**src/rtl/serial_add_ctrl.sv**
```systemverilog
// Bit-serial unsigned adder sequencer: adds two W-bit operands LSB-first through one
// half-adder/half-adder/OR bit-slice, one bit per clock, and registers the W+1-bit sum.
module serial_add_ctrl #(
  parameter int W = 8
) (
  input  logic         clk,
  input  logic         rst,
  input  logic         start,
  input  logic [W-1:0] a,
  input  logic [W-1:0] b,
  output logic         busy,
  output logic         done,
  output logic [W:0]   sum
);

  localparam int CW = (W > 1) ? $clog2(W) : 1;

  typedef enum logic [1:0] {
    IDLE = 2'd0,
    RUN  = 2'd1,
    DONE = 2'd2
  } state_t;

  state_t         state, state_nxt;
  logic [W-1:0]   sa, sb, acc, acc_nxt;
  logic           cy;
  logic [CW-1:0]  cnt;
  logic           p, g1, s, g2, co;
  logic           last, accept;

  // Shared bit-slice: two half adders plus an OR for carry-out.
  always_comb begin
    p  = sa[0] ^ sb[0];
    g1 = sa[0] & sb[0];
    s  = p ^ cy;
    g2 = p & cy;
    co = g1 | g2;
  end

  assign last = (cnt == CW'(W - 1));

  if (W == 1) begin : g_acc_w1
    assign acc_nxt = s;
  end else begin : g_acc_wn
    assign acc_nxt = {s, acc[W-1:1]};
  end

  // NOTE: sequential state uses non-blocking assignments so every register samples pre-edge values.
  always_ff @(posedge clk or posedge rst) begin
    if (rst) state <= IDLE;
    else     state <= state_nxt;
  end

  // NOTE: every output of this block is given a default first, so no path can infer a latch.
  always_comb begin
    state_nxt = state;
    accept    = 1'b0;
    case (state)
      IDLE: begin
        if (start) begin
          accept    = 1'b1;
          state_nxt = RUN;
        end
      end
      RUN: begin
        if (last) state_nxt = DONE;
      end
      DONE: begin
        if (start) begin
          accept    = 1'b1;
          state_nxt = RUN;
        end else begin
          state_nxt = IDLE;
        end
      end
      default: state_nxt = IDLE;
    endcase
  end

  // NOTE: every datapath register is reset, so an abort leaves no stale sum or carry behind.
  always_ff @(posedge clk or posedge rst) begin
    if (rst) begin
      sa  <= '0;
      sb  <= '0;
      acc <= '0;
      cy  <= 1'b0;
      cnt <= '0;
      sum <= '0;
    end else if (accept) begin
      sa  <= a;
      sb  <= b;
      cy  <= 1'b0;
      cnt <= '0;
    end else if (state == RUN) begin
      acc <= acc_nxt;
      sa  <= sa >> 1;
      sb  <= sb >> 1;
      cy  <= co;
      cnt <= cnt + CW'(1);
      // The final step's carry and sum bit go straight into the result.
      if (last) sum <= {co, acc_nxt};
    end
  end

  assign busy = (state == RUN);
  assign done = (state == DONE);

endmodule

```
**config.mk**
```make
export PLATFORM = sky130hd
export DESIGN_NAME = serial_add_ctrl
export DESIGN_NICKNAME = d
export VERILOG_FILES = /design/src/rtl/serial_add_ctrl.sv
export SDC_FILE = /design/constraint.sdc
export NUM_CORES = 1
export LEC_CHECK = 0
export ABC_AREA = 1
export BUFFER_PORTS_ARGS = -buffer_cell sky130_fd_sc_hd__buf_2
export CORE_UTILIZATION = 50
export CTS_CLUSTER_DIAMETER = 120
export DETAILED_ROUTE_END_ITERATION = 10
export PLACE_DENSITY = 0.73
export SYNTH_ARGS = -nofsm -noshare
export SYNTH_HDL_FRONTEND = slang
export SYNTH_SLANG_ARGS = --single-unit
```
**constraint.sdc**
```tcl
create_clock -name clk -period 1.4 [get_ports clk]
set_input_delay 0.07 -clock clk [delete_from_list [all_inputs] [get_ports clk]]
set_output_delay 0.07 -clock clk [all_outputs]
set_load 0.01 [all_outputs]
```
==> impl_metrics.toml <==
[run_status]
outcome = "complete, no violations"

[finish]
final_area_sq_um = 2150
fillerInstances = 269
antenna_cells = 0
final-seq-area_sq_um = 952
area_delta_synth_final_pct = 25.5
multi_input_area_sq_um = 602
mostFrequentLayoutCells = "84 x nand2_1, 37 x dfrtp_1, 31 x inv_1"
layout_commonest_cell = "nand2_1"
final_util_pct = 68.1
final_nets = 277
drive_gt1_share_pct = 20.7

[cts]
cts.clk_slew.worst_paths_ns = 0.11
h-tree-depth = 2
clockBufferDepth = 2
cts_tree = "done"
clkSinkCount = 38
root_buffer = "clkbuf_4"
clock_latency_ns = 0.34
cts_made_buffers = 5

[setup_path]
crit_family = "flip-flops"
arrival_ns = 1.24
max_stage_delay_ns = 0.47
slowest_stage = "dfrtp_2"
cp_cell_sequence = "inv_4, nor2_4, buf_4, buf_2"
cp-end-kind = "primary output"
required_ns = 1.33
worst-setup-path-type = "reg2out"
cp_max_fo = 7
worst_setup_path_start_kind = "flop"
worst-path-buf-inv = 3

[sta]
worst_pin_slew_ns = 0.454
clock_skew_ns = 0.00641
post-route-period-util_pct = 93.9
slew_violations = 0
setup_viol = 0
min_period_ns = 1.31
hold_viol_final = 0
fin_setup_tns_ns = 0
slew_headroom_pct = 69.7
fmax_mhz = 761
rsz0062_at_grt = "no"

[grt]
gr-total-overflow = 0
grtUsageTotal_pct = 20.3
antenna_found_initial = 0
grt_max_degree = 39
grt_pass1_wl_um = 5370
grt_pass1_vias = 1276

[floorplan]
start_util_pct = 54.2
coreArea_sq_um = 3150
die_area_sq_um = 3660
die_h_um = 60.5
ios = 30
rows = 20
die_w_um = 60.5

[synth]
synthCells = 210
netlist_area_sq_um = 1710
syn_nets = 232
synth.avg_cell_area_sq_um = 8.14
yosysUniqueCellTypes = 18
ys_warn_count = 0
ys_seq_elements = 38
synth_seq_area_share_pct = 55.6

[routing]
drt-total-wl_um = 3210
ant_nets = 0
wl_per_cell_um = 10.7
vias = 1397
first_pass_iters = 4
dr_wl_met3_um = 123
drcViolationCount = 0
wl_met1_um = 1600
met2WireLength_um = 1430
vias_per_cell = 4.66
dr.first_iter.drc_count = 74
routed.top_layer = "met4"

[placed_design]
postPlaceCellArea_sq_um = 1940
place_congestion = 0.810
dp_hpwl_um = 2100
port_buffers = 29

[power]
power_leakage_nw = 1.22
cellPowerDensity_nw_per_um2 = 2200
vdd_drop_max_mv = 0.966

[hold_path]
hold_path.class = "in2reg"

[run]
cap_viol_max_count = 0
registers in the layout (all words and copies together), names as in the netlist:
register	cells
acc	7
cnt	3
cy	1
sa	8
sb	8
state	2
sum	9
final cells by class:
cell class | count | area share [%]
Clock buffer | 6 | 2.39
Clock inverter | 2 | 2.80
Inverter | 33 | 6.00
Multi-Input combinational cell | 132 | 28.0
Sequential cell | 38 | 44.3
Tap cell | 44 | 2.56
Timing Repair Buffer | 45 | 13.9
through the flow:
| stage | worst slack [ns] | instances | power (mW) | hold slack, ns |
|---|---|---|---|---|
| floorplan | 0.147 | 210 | 3.16 | 0.187 |
| global placement | 0.144 | 283 | 3.64 | 0.202 |
| detailed placement | 0.110 | 283 | 3.69 | 0.204 |
| CTS | 0.0372 | 299 | 4.67 | 0.000105 |
| global route | 0.00559 | 300 | 5.15 | 0.0124 |
| finish | 0.0859 | 300 | 4.72 | 0.00137 |
synth_stat cells:
cell	instances	area share, %
nand2_2	2	0.73
buf_6	1	0.66
inv_4	1	0.37
fa_1	1	1.2
nand2_1	84	18
nand2_4	1	0.66
o21ai_1	7	2.0
buf_2	4	1.2
ha_1	2	1.5
nor2_1	5	1.1
inv_1	31	6.8
a21oi_1	1	0.29
clkbuf_1	2	0.44
o21ai_0	9	2.6
nand3_1	19	5.6
nor2_4	1	0.66
dfrtp_1	38	56
inv_2	1	0.22
logic make-up (layout without fill, tap and decap cells):
logic type | after synthesis | count (layout) | share of synthesized area [%]
and+or+nand+nor | 112 | 112 | 27.1
buffers and inverters | 40 | 86 | 9.66
DFF | 38 | 38 | 55.6
AOI/OAI and AO/OA | 17 | 17 | 4.97
adders and majority gates | 3 | 3 | 2.63
what timing repair did:
action,4_1_cts,5_1_grt
buffers inserted,0,1
endpoints found under the setup margin,0,6
hold buffers,8,0
hold endpoints to repair,45,0
gates resized for setup,0,4
where the power goes:
group | total (mW) | internal [mW] | switching (mW)
combinational | 1.87 | 0.747 | 1.13
sequential | 1.89 | 1.60 | 0.285
clock | 0.964 | 0.605 | 0.359
worst paths after layout:
check / startpoint / to / slack, ns / cells after the start
max: state[0]$_DFFE_PP0P_ / busy / 0.09 / 4
min reg2reg: cnt[1]$_DFFE_PP0P_ / cnt[1]$_DFFE_PP0P_ / 0.48 / 2
min: b[2] / sb[2]$_DFFE_PP0P_ / 0.001 / 5
min in group asynchronous: rst / sb[0]$_DFFE_PP0P_ / 0.36 / 4
max reg2reg: cnt[0]$_DFFE_PP0P_ / sum[0]$_DFFE_PP0P_ / 0.13 / 6
max in group asynchronous: rst / state[0]$_DFFE_PP0P_ / 0.69 / 4
tightest hold or removal path, cell delays in order:
cell and delay [ns]:
buf_2 0.07, nand2_1 0.04, nand2_1 0.05, inv_1 0.03, nand2_1 0.05
metal layers:
layer | vias up | track usage (%)
met5 | - | 0
met1 | 644 | 26.6
met3 | 4 | 5.76
met2 | 26 | 31.2
met4 | 0 | 10.1
li1 | 723 | -
Power figures use the tool's default switching activity.
